===== src/rtl/can_dec_pkg.sv =====
// Shared types and field widths for the CAN 2.0A/2.0B frame decoder.
// Includes the data-field length helper used by the frame FSM.
package can_dec_pkg;

   typedef enum logic [3:0] {
      IDLE, ID11, SRR_RTR, IDE, ID18, RTR_EXT, RSV,
      DLC, DATA, CRC, CRC_DEL, ACK, EOF
   } state_t;

   localparam int ID_STD_W       = 11;
   localparam int ID_EXT_W       = 18;
   localparam int DLC_W          = 4;
   localparam int CRC_W          = 15;
   localparam int EOF_W          = 7;
   localparam int MAX_DATA_BYTES = 8;
   localparam int STUFF_LIMIT    = 5;

   // DLC values 9..15 still carry only eight bytes
   function automatic logic [6:0] data_bits(input logic [DLC_W-1:0] dlc);
      if (dlc >= 4'(MAX_DATA_BYTES))
         return 7'(MAX_DATA_BYTES * 8);
      else
         return {1'b0, dlc[2:0], 3'b000};
   endfunction

endpackage


===== src/rtl/can_destuffer.sv =====
// Tracks the bus-level run length and flags stuff bits (dropped) and stuff errors.
// Combinational verdict on the current bit; run state updates on the rising edge of sample.
module can_destuffer
   import can_dec_pkg::*;
(
   input  logic sample,
   input  logic rst_n,
   input  logic clear,
   input  logic en,
   input  logic din,
   output logic bit_valid,
   output logic stuff_err
);

   logic       last;
   logic [2:0] run;
   logic       pending;

   assign pending   = (run == 3'(STUFF_LIMIT));
   assign bit_valid = en && !pending;
   assign stuff_err = en && pending && (din == last);

   always_ff @(posedge sample or negedge rst_n) begin
      if (!rst_n) begin
         last <= 1'b1;
         run  <= 3'd0;
      end else if (clear) begin
         // SOF itself opens the first run
         last <= din;
         run  <= 3'd1;
      end else if (en) begin
         if (pending || din != last) begin
            last <= din;
            run  <= 3'd1;
         end else begin
            run <= run + 3'd1;
         end
      end
   end

endmodule


===== src/rtl/teste_2.sv =====
// Bit-serial CAN frame decoder: destuffs SOF..CRC, splits fields, loads all outputs at once.
// Outputs and the one-cycle getframe strobe update on the edge sampling the 7th EOF bit.
module teste_2
   import can_dec_pkg::*;
(
   input  logic        sample,
   input  logic        rst_n,
   input  logic        can_data,
   output logic [10:0] bit_id_11,
   output logic [28:0] bit_id_29,
   output logic [1:0]  srr_rtr_ide,
   output logic        rtr_ext,
   output logic        std_frame,
   output logic        ext_frame,
   output logic        data_frame,
   output logic        remote_frame,
   output logic [3:0]  data_size,
   output logic [64:0] data_field,
   output logic [14:0] crc_field,
   output logic        crc_delimiter,
   output logic [1:0]  ack_field,
   output logic [6:0]  end_of_frame,
   output logic        getframe
);

   state_t                state;
   logic [6:0]            cnt;
   logic [ID_STD_W-1:0]   id_std_sh;
   logic [ID_EXT_W-1:0]   id_ext_sh;
   logic                  srr_rtr_bit;
   logic                  ide_bit;
   logic                  rtr_x_bit;
   logic [DLC_W-1:0]      dlc_sh;
   logic [63:0]           data_sh;
   logic [CRC_W-1:0]      crc_sh;
   logic                  crc_del_bit;
   logic                  ack_slot_bit;
   logic [EOF_W-2:0]      eof_sh;

   logic                  sof;
   logic                  stuffed;
   logic                  step;
   logic                  bit_valid;
   logic                  stuff_err;
   logic                  eff_rtr;
   logic [DLC_W-1:0]      dlc_next;

   assign sof      = (state == IDLE) && !can_data;
   // CRC_DEL stays enabled so a stuff bit after the last CRC bit is absorbed
   assign stuffed  = (state inside {ID11, SRR_RTR, IDE, ID18, RTR_EXT, RSV,
                                    DLC, DATA, CRC, CRC_DEL});
   assign step     = !stuffed || bit_valid;
   assign eff_rtr  = ide_bit ? rtr_x_bit : srr_rtr_bit;
   assign dlc_next = {dlc_sh[DLC_W-2:0], can_data};

   can_destuffer u_destuffer (
      .sample    (sample),
      .rst_n     (rst_n),
      .clear     (sof),
      .en        (stuffed),
      .din       (can_data),
      .bit_valid (bit_valid),
      .stuff_err (stuff_err)
   );

   always_ff @(posedge sample or negedge rst_n) begin
      if (!rst_n) begin
         state         <= IDLE;
         cnt           <= '0;
         id_std_sh     <= '0;
         id_ext_sh     <= '0;
         srr_rtr_bit   <= 1'b0;
         ide_bit       <= 1'b0;
         rtr_x_bit     <= 1'b0;
         dlc_sh        <= '0;
         data_sh       <= '0;
         crc_sh        <= '0;
         crc_del_bit   <= 1'b0;
         ack_slot_bit  <= 1'b0;
         eof_sh        <= '0;
         bit_id_11     <= '0;
         bit_id_29     <= '0;
         srr_rtr_ide   <= '0;
         rtr_ext       <= 1'b0;
         std_frame     <= 1'b0;
         ext_frame     <= 1'b0;
         data_frame    <= 1'b0;
         remote_frame  <= 1'b0;
         data_size     <= '0;
         data_field    <= '0;
         crc_field     <= '0;
         crc_delimiter <= 1'b0;
         ack_field     <= '0;
         end_of_frame  <= '0;
         getframe      <= 1'b0;
      end else begin
         getframe <= 1'b0;
         if (stuff_err) begin
            state <= IDLE;
         end else if (step) begin
            case (state)
               IDLE: if (sof) begin
                  cnt         <= '0;
                  id_std_sh   <= '0;
                  id_ext_sh   <= '0;
                  srr_rtr_bit <= 1'b0;
                  ide_bit     <= 1'b0;
                  rtr_x_bit   <= 1'b0;
                  dlc_sh      <= '0;
                  data_sh     <= '0;
                  crc_sh      <= '0;
                  state       <= ID11;
               end
               ID11: begin
                  id_std_sh <= {id_std_sh[ID_STD_W-2:0], can_data};
                  cnt       <= cnt + 7'd1;
                  if (cnt == 7'(ID_STD_W - 1)) begin
                     cnt   <= '0;
                     state <= SRR_RTR;
                  end
               end
               SRR_RTR: begin
                  srr_rtr_bit <= can_data;
                  state       <= IDE;
               end
               IDE: begin
                  ide_bit <= can_data;
                  cnt     <= '0;
                  state   <= can_data ? ID18 : RSV;
               end
               ID18: begin
                  id_ext_sh <= {id_ext_sh[ID_EXT_W-2:0], can_data};
                  cnt       <= cnt + 7'd1;
                  if (cnt == 7'(ID_EXT_W - 1)) begin
                     cnt   <= '0;
                     state <= RTR_EXT;
                  end
               end
               RTR_EXT: begin
                  rtr_x_bit <= can_data;
                  cnt       <= '0;
                  state     <= RSV;
               end
               RSV: begin
                  // r0 only for standard frames, r1 and r0 for extended
                  cnt <= cnt + 7'd1;
                  if (cnt == (ide_bit ? 7'd1 : 7'd0)) begin
                     cnt   <= '0;
                     state <= DLC;
                  end
               end
               DLC: begin
                  dlc_sh <= dlc_next;
                  cnt    <= cnt + 7'd1;
                  if (cnt == 7'(DLC_W - 1)) begin
                     cnt   <= '0;
                     state <= (eff_rtr || dlc_next == '0) ? CRC : DATA;
                  end
               end
               DATA: begin
                  data_sh <= {data_sh[62:0], can_data};
                  cnt     <= cnt + 7'd1;
                  if (cnt == data_bits(dlc_sh) - 7'd1) begin
                     cnt   <= '0;
                     state <= CRC;
                  end
               end
               CRC: begin
                  crc_sh <= {crc_sh[CRC_W-2:0], can_data};
                  cnt    <= cnt + 7'd1;
                  if (cnt == 7'(CRC_W - 1)) begin
                     cnt   <= '0;
                     state <= CRC_DEL;
                  end
               end
               CRC_DEL: begin
                  crc_del_bit <= can_data;
                  cnt         <= '0;
                  state       <= ACK;
               end
               ACK: begin
                  cnt <= cnt + 7'd1;
                  if (cnt == 7'd0) begin
                     ack_slot_bit <= can_data;
                  end else begin
                     ack_field <= {ack_slot_bit, can_data};
                     cnt       <= '0;
                     state     <= EOF;
                  end
               end
               EOF: begin
                  eof_sh <= {eof_sh[EOF_W-3:0], can_data};
                  cnt    <= cnt + 7'd1;
                  if (cnt == 7'(EOF_W - 1)) begin
                     cnt           <= '0;
                     state         <= IDLE;
                     getframe      <= 1'b1;
                     end_of_frame  <= {eof_sh, can_data};
                     bit_id_11     <= id_std_sh;
                     bit_id_29     <= ide_bit ? {id_std_sh, id_ext_sh} : '0;
                     srr_rtr_ide   <= {srr_rtr_bit, ide_bit};
                     rtr_ext       <= ide_bit & rtr_x_bit;
                     std_frame     <= !ide_bit;
                     ext_frame     <= ide_bit;
                     data_frame    <= !eff_rtr;
                     remote_frame  <= eff_rtr;
                     data_size     <= dlc_sh;
                     data_field    <= {1'b0, data_sh};
                     crc_field     <= crc_sh;
                     crc_delimiter <= crc_del_bit;
                  end
               end
               default: state <= IDLE;
            endcase
         end
      end
   end

endmodule


===== config.mk =====
export PLATFORM = sky130hd
export DESIGN_NAME = teste_2
export DESIGN_NICKNAME = d
export VERILOG_FILES = /design/src/rtl/can_dec_pkg.sv /design/src/rtl/can_destuffer.sv /design/src/rtl/teste_2.sv
export SDC_FILE = /design/constraint.sdc
export NUM_CORES = 1
export LEC_CHECK = 0
export ABC_CLOCK_PERIOD_IN_PS = 6140
export CORE_MARGIN = 1.5
export CORE_UTILIZATION = 25
export CTS_CLUSTER_DIAMETER = 150
export DETAILED_ROUTE_END_ITERATION = 8
export GPL_TIMING_DRIVEN = 1
export REMOVE_ABC_BUFFERS = 1
export SYNTH_ARGS = -nofsm -noshare
export SYNTH_HDL_FRONTEND = slang
export SYNTH_SLANG_ARGS = --single-unit

===== constraint.sdc =====
create_clock -name sample -period 6.14 [get_ports sample]
set_input_delay 1.842 -clock sample [delete_from_list [all_inputs] [get_ports sample]]
set_output_delay 1.842 -clock sample [all_outputs]
set_load 0.01 [all_outputs]

==> reports/summary.txt, run 1 <==
PLACE
--------------------------------------------------------------------------------------------------------
Worst setup slack after placement                                                                1800 ps
DP HPWL                                                                                     17500 microns
Port Buffer Count                                                                                    143
Number of cells after detailed placement                                                            1920
Global placer's final weighted congestion                                                          0.803

DIE
--------------------------------------------------------------------------------------------------------
Standard-cell rows                                                                                    78
Die X-Extent                                                                                 217 microns
Num ports                                                                                            145
DIE HEIGHT                                                                                   217 microns
Placeable core region                                                                        45200 sq um
Starting density of the core                                                                       25.3%
Die footprint                                                                                47000 sq um

CTS
--------------------------------------------------------------------------------------------------------
Cells resized by post-CTS repair                                                                       0
Sinks on the clock net                                                                               278
Hold_buf cts                                                                                           0
Clock buffer count from CTS                                                                           31
H-tree levels                                                                                          1
Post-CTS clock slew at the launch and capture registers of the worst setup and hold paths          70 ps
Post-CTS setup buffer count                                                                            0
Longest Clk Path Bufs                                                                                  3
Root Driver                                                                                    clkbuf_16
Clock latency of the later-clocked register in the worst-skew pair                                570 ps
TritonCTS clock tree                                                                                done

SYNTH
--------------------------------------------------------------------------------------------------------
Instance count of the mapped netlist                                                                1245
Portion of synthesized cell area occupied by the leading cell type                                 60.7%
Syn avg cell area                                                                             9.17 sq um
Post-synth EDFFs                                                                                       0
Cell type with the largest total area after synthesis                                            dfrtp_1
Synth area leaders                                                                          dfrtp_1 61%, nand2_1 19%, nand3_1 4.3%
Primary flip-flop cell chosen by synthesis mapping                                               dfrtp_1
Total number of yosys warnings                                                                         0
Synthesized area                                                                             11400 sq um
Sequential-to-total area share from yosys stat                                                     60.9%
Number of distinct library cells after synthesis                                                      59
Fraction of synthesis flops using an asynchronous set or reset pin                                  100%
Flops & latches, synth                                                                               278

TIMING
--------------------------------------------------------------------------------------------------------
Fin crit share                                                                                     63.1%
Actual transition at the worst max-transition pin                                                1130 ps
Final-report setup violation count                                                                     0
Remaining max-slew budget at the tightest pin                                                      24.6%
Final worst-path setup slack                                                                     2270 ps
Setup repair after global routing missed its margin                                                   no
Setup skew after layout                                                                          13.7 ps
Final Critical Period                                                                            3870 ps
Max Slew Vio Count                                                                                     0
Peak Freq                                                                                        258 MHz
Number of hold violations in the final report                                                          0
Accumulated negative setup slack                                                                    0 ps

POWER
--------------------------------------------------------------------------------------------------------
Switching power total                                                                            1.58 mW
Internal power                                                                                   3.37 mW
Switching share of power                                                                           32.0%
Overall power consumption                                                                        4.96 mW
Clock network power share                                                                          38.3%
Sequential Power Share                                                                             42.3%
Static leakage power                                                                             7.15 nW
Worst IR drop on VDD                                                                          0.000195 V
Power Dens Cells                                                                             343 nW/um^2
Proportion of power drawn by combinational gates                                                   19.3%

RUN
--------------------------------------------------------------------------------------------------------
Number of max-capacitance violations reported                                                          0

LAYOUT
--------------------------------------------------------------------------------------------------------
Ratio of cells with drive above 1 in the final layout                                              7.05%
Most common library cell in the layout ignoring fill and taps                                    nand2_1
Diodes inserted                                                                                        0
Final core area utilization                                                                        32.0%
Nets                                                                                                1363
Final cell count without fillers                                                                    1975
Area added between synthesis and finish                                                            26.7%
Commonest cells after routing, fill and taps aside                                          570 x nand2_1, 277 x dfrtp_1, 142 x clkdlybuf4s50_1, 99 x nand3_1, 37 x o21ai_0
Filler cells                                                                                        4604

DRT
--------------------------------------------------------------------------------------------------------
First-pass iteration count of the detailed router                                                      5
Violation count after the first detailed-routing iteration                                           450
Final routed wire length divided by cell count                                              14.1 microns
Count of antenna-violating nets left after detailed routing                                            0
Total Wirelength                                                                            27900 microns
DRC violations left                                                                                    0
Via-per-instance ratio                                                                              4.42
Total number of vias                                                                                8729

GLOBAL ROUTE
--------------------------------------------------------------------------------------------------------
Vias in the first global route                                                                      8884
Global route overflow                                                                                  0
Wire length of the first global-routing pass                                                46600 microns
Largest net degree at the start of global routing                                                    108
Initial antenna violation count                                                                        0
Total GRT Usage                                                                                    12.0%

CRITICAL PATH
--------------------------------------------------------------------------------------------------------
Maximum net fanout on the critical path                                                              104
Worst Path Class, Setup                                                                     flip-flop to flip-flop
Launching element type of the critical path                                                    flip-flop
Kind of end point of the critical path                                                         flip-flop
CP required                                                                                      6650 ps
Data arrival, critical path                                                                      4380 ps

RUN STATUS
--------------------------------------------------------------------------------------------------------
Result of the run                                                                              completed

WORST HOLD PATH
--------------------------------------------------------------------------------------------------------
Worst min path class                                                                        flip-flop to flip-flop

==> kinds of logic (layout without fill, tap and decap cells) <==
group	after synthesis	count (layout)	share of synthesized area [%]
flops	278	278	60.9
mux	11	11	1.07
fa+ha+maj	7	7	0.767
other cells	1	1	0.0328
simple gates	739	739	26.7
compound gates	109	109	6.63
xor+xnor	7	7	0.537
buf+inv	93	223	3.34
==> metrics by stage <==
| stage | hold WS (ps) | area [sq um] |
|---|---|---|
| finish | 464 | 14500 |
| global route | 489 | 14500 |
| CTS | 470 | 14500 |
| detailed placement | 457 | 13400 |
| global placement | 451 | 13400 |
| floorplan | 435 | 11100 |
==> critical path: stages, from the launching register on <==
cell and delay, ps:
dfrtp_1 610, or2_2 510, nor2_1 550, nand2_4 540, inv_4 970, buf_4 420, nand2_1 110, nand2_1 60
==> final timing paths <==
| kind | slack, ps | from | to | depth (start not counted) |
|---|---|---|---|---|
| setup / recovery | 2270 | state[0] | data_field[3] | 7 |
| hold / removal | 460 | bit_id_29[11] | bit_id_29[11] | 2 |
| setup reg to reg | 2270 | state[0] | data_field[3] | 7 |
| hold reg to reg | 460 | bit_id_29[11] | bit_id_29[11] | 2 |
| max in group asynchronous | 3630 | rst_n | data_sh[41] | 2 |
| min in group asynchronous | 1280 | rst_n | crc_field[9] | 1 |
==> flip-flops by register name, indices dropped and copies added, names as in the netlist, 2 cells and up <==
signal	flops
data_field	64
data_sh	64
bit_id_29	29
id_ext_sh	18
crc_field	15
crc_sh	15
bit_id_11	11
id_std_sh	11
cnt	7
end_of_frame	7
eof_sh	6
data_size	4
dlc_sh	4
state	4
u_destuffer.run	3
ack_field	2
srr_rtr_ide	2
==> routing by layer <==
layer  track usage [%]  vias up  part of all wire [%]
met4              3.66        0                   2.1
li1                  -     4265                     -
met3              2.06       46                   4.7
met5                 0        -                     0
met2              20.0      163                    47
met1              15.9     4255                    46
==> cell type report <==
| class | count | area (sq um) | share of cell area (%) |
|---|---|---|---|
| tap | 600 | 751 | 5.19 |
| sequential | 278 | 6960 | 48.1 |
| clock inverter | 14 | 163 | 1.12 |
| inverter | 11 | 43.8 | 0.303 |
| timing repair buffer | 157 | 1550 | 10.7 |
| clock buffer | 41 | 883 | 6.11 |
| multi-input combinational | 874 | 4110 | 28.4 |
==> synthesized netlist by cell type, types with 3 or more instances <==
master and n:
a21o_1 3, a21oi_1 10, a22o_1 22, a22oi_1 3, buf_1 5, buf_2 11
buf_4 3, clkbuf_1 62, dfrtp_1 277, ha_1 7, inv_1 10, mux2_2 10
nand2_1 571, nand2b_1 6, nand3_1 99, nor2_1 18, nor2b_1 3, nor3_1 15
nor4_1 3, o211ai_1 5, o21ai_0 37, o21ai_1 3, o31ai_1 3, o32a_1 3
or2_2 4, or3_1 4, xnor2_1 5
==> power groups by stage <==
stage / Clock, mW / Sequential, mW / Combinational (mW)
3_5_place_dp: 0 / 2.13 / 0.968
6_report: 1.90 / 2.10 / 0.959
4_1_cts: 1.97 / 2.10 / 0.974
5_1_grt: 2.03 / 2.12 / 1.07
2_1_floorplan: 0 / 2.10 / 0.609
3_3_place_gp: 0 / 2.12 / 0.947
Note: power is estimated with default switching activity, not from simulation.
==> run 2, diff against run 1 <==
--- a/config.mk
+++ b/config.mk
@@ -5,7 +5,7 @@
 export SDC_FILE = /design/constraint.sdc
 export NUM_CORES = 1
 export LEC_CHECK = 0
-export ABC_CLOCK_PERIOD_IN_PS = 6140
+export ABC_CLOCK_PERIOD_IN_PS = 3400
 export CORE_MARGIN = 1.5
 export CORE_UTILIZATION = 25
 export CTS_CLUSTER_DIAMETER = 150
==> constraint.sdc (replaced) <==
create_clock -name sample -period 3.4 [get_ports sample]
set_input_delay 1.02 -clock sample [delete_from_list [all_inputs] [get_ports sample]]
set_output_delay 1.02 -clock sample [all_outputs]
set_load 0.01 [all_outputs]
==> reports/summary.txt, run 2 (synthesis gave the netlist of run 1 again) <==
TIMING
--------------------------------------------------------------------------------------------------------
Peak Freq                                                                                        334 MHz   +29%
Actual transition at the worst max-transition pin                                                 944 ps   -187 ps
Setup skew after layout                                                                          16.6 ps   +2.96 ps
Accumulated negative setup slack                                                                    0 ps   unchanged
Remaining max-slew budget at the tightest pin                                                      37.0%   +12 points
Number of hold violations in the final report                                                          0   unchanged
Fin crit share                                                                                     88.1%   +25 points
Max Slew Vio Count                                                                                     0   unchanged
Hold_ws                                                                                           382 ps   -81.5 ps
Setup repair after global routing missed its margin                                                   no
Final Critical Period                                                                            3000 ps   -878 ps
Final-report setup violation count                                                                     0   unchanged

CTS
--------------------------------------------------------------------------------------------------------
Longest Clk Path Bufs                                                                                  3   unchanged
Clock latency of the later-clocked register in the worst-skew pair                                560 ps   about the same
Sinks on the clock net                                                                               278   unchanged
H-tree levels                                                                                          1   unchanged
Cells resized by post-CTS repair                                                                       0   unchanged
Hold_buf cts                                                                                           0   unchanged
Clock buffer count from CTS                                                                           30   -3.2%
Post-CTS clock slew at the launch and capture registers of the worst setup and hold paths          70 ps   about the same
Post-CTS setup buffer count                                                                            0   unchanged
Root Driver                                                                                    clkbuf_16
TritonCTS clock tree                                                                                done

LAYOUT
--------------------------------------------------------------------------------------------------------
Area occupied by registers                                                                    6960 sq um   unchanged
Area added between synthesis and finish                                                            27.9%
Regs by FF count                                                                            data_field (64), data_sh (64), bit_id_29 (29)
Area occupied by multi-input gates                                                            4110 sq um   unchanged
Final instance area                                                                          14600 sq um   +0.93%
Diodes inserted                                                                                        0   unchanged
Ratio of cells with drive above 1 in the final layout                                              7.45%   +0.40 points
Most common library cell in the layout ignoring fill and taps                                    nand2_1
Commonest cells after routing, fill and taps aside                                          570 x nand2_1, 277 x dfrtp_1, 142 x clkdlybuf4s50_1, 99 x nand3_1, 37 x o21ai_0
Nets                                                                                                1369   +0.44%
Final core area utilization                                                                        32.3%   +0.30 points
Filler cells                                                                                        4669   +1.4%

DRT
--------------------------------------------------------------------------------------------------------
Final routed wire length divided by cell count                                              14.2 microns   +0.37%
DRC violations left                                                                                    0   unchanged
Violation count after the first detailed-routing iteration                                           637   +42%
Total Wirelength                                                                            28100 microns   +0.73%
Total number of vias                                                                                8766   +0.42%
Count of antenna-violating nets left after detailed routing                                            0   unchanged
First-pass iteration count of the detailed router                                                      5   unchanged
Via-per-instance ratio                                                                              4.42   about the same

DIE
--------------------------------------------------------------------------------------------------------
Starting density of the core                                                                       25.3%   unchanged
Num ports                                                                                            145   unchanged
Standard-cell rows                                                                                    78   unchanged
Die X-Extent                                                                                 217 microns   unchanged
DIE HEIGHT                                                                                   217 microns   unchanged
Placeable core region                                                                        45200 sq um   unchanged
Die footprint                                                                                47000 sq um   unchanged

CRITICAL PATH
--------------------------------------------------------------------------------------------------------
Worst Reg2Reg Path Length in Cells                                                                     7   unchanged
Capture instance of the worst register-to-register path                                         state[2]
Worst Path Class, Setup                                                                     flip-flop to flip-flop
Buffer and inverter count on the worst path                                                            1   -1
R2r setup slk                                                                                     400 ps   -1860 ps
Worst-path cell chain                                                                       inv_1 -> ha_1 -> nor4bb_1 -> nor3b_1 -> o2111ai_1 -> or2_1 -> o41ai_1
Kind of end point of the critical path                                                         flip-flop
Data arrival, critical path                                                                      3420 ps   -960 ps
Launching element type of the critical path                                                    flip-flop
CP required                                                                                      3830 ps   -2820 ps
Maximum net fanout on the critical path                                                               11   -89%
Crit path max-delay family                                                                  simple AND/OR/NAND/NOR gates
Launch instance of the worst register-to-register path                                            cnt[0]
Cell type of the slowest stage on the worst timing path                                          nor3b_1
Worst path max stage delay                                                                        520 ps   -450 ps

RUN STATUS
--------------------------------------------------------------------------------------------------------
Result of the run                                                                              completed

GLOBAL ROUTE
--------------------------------------------------------------------------------------------------------
Largest net degree at the start of global routing                                                    142   +31%
Global route overflow                                                                                  0   unchanged
Initial antenna violation count                                                                        0   unchanged
Total GRT Usage                                                                                    12.1%   +0.11 points
Vias in the first global route                                                                      8836   -0.54%
Wire length of the first global-routing pass                                                47000 microns   +0.77%

POWER
--------------------------------------------------------------------------------------------------------
Static leakage power                                                                             7.22 nW   +0.92%
Power Dens Cells                                                                             617 nW/um^2   +80%
Worst IR drop on VDD                                                                          0.000395 V   +100%

PLACE
--------------------------------------------------------------------------------------------------------
Placed Area                                                                                  13600 sq um   +1.0%
Global placer's final weighted congestion                                                          0.797   -0.73%
DP HPWL                                                                                     17600 microns   +1.0%
Port Buffer Count                                                                                    143   unchanged

RUN
--------------------------------------------------------------------------------------------------------
Number of max-capacitance violations reported                                                          0   unchanged

WORST HOLD PATH
--------------------------------------------------------------------------------------------------------
Worst min path class                                                                        input pin to async pin

[run 2: cell count changes in the layout (fill, tap and decap cells not counted), sizes merged]
cell | previous run | this run
clkbuf | 41 | 38
inv | 13 | 14
clkinv | 5 | 7
bufinv | 3 | 4
clkinvlp | 4 | 3
buf | 15 | 22
[run 2: cell type report]
type,count,area share (%)
clock buffer,38,5.70
clock inverter,17,1.42
inverter,11,0.300
multi-input combinational,874,28.2
sequential,278,47.7
tap,600,5.14
timing repair buffer,164,11.6
[run 2: where the power goes]
part | internal, mW | switching [mW]
Combinational | 0.589 | 1.21
Sequential | 3.50 | 0.291
Clock | 2.04 | 1.38
[run 2: metrics by stage]
stage	setup slack, ps	total power [mW]	instances
after floorplan	-1870	4.89	1163
after global placement	420	5.61	1927
after detailed placement	366	5.65	1927
after CTS	391	9.14	1982
after global routing	142	9.51	1982
final	404	9.01	1982
[run 2: worst max-delay path by stage]
stage | startpoint | endpoint | slack, ps | cells after the start
after floorplan | state[0] | bit_id_29[0] | -1870 | 6
after global placement | can_data | id_ext_sh[14] | 420 | 6
after detailed placement | can_data | id_ext_sh[17] | 370 | 6
after CTS | cnt[0] | state[2] | 390 | 7
after global routing | cnt[0] | state[2] | 140 | 7
final | cnt[0] | state[2] | 400 | 7
[run 2: metal layers]
metal	up-vias	wire length, microns	track usage (%)
li1	4273	-	-
met1	4285	13200	16.5
met2	171	13100	19.8
met3	37	1270	1.87
met4	0	554	3.50
met5	-	0	0
[run 2: worst register-to-register path, delay by kind of cell, from the launching register on]
kind / cells / cell delay (ps)
AO/OA/AOI/OAI: 2 / 820
AND/OR/NAND/NOR: 3 / 1300
flip-flops: 1 / 460
adder cells (fa/ha/maj): 1 / 160
buffers and inverters: 1 / 120
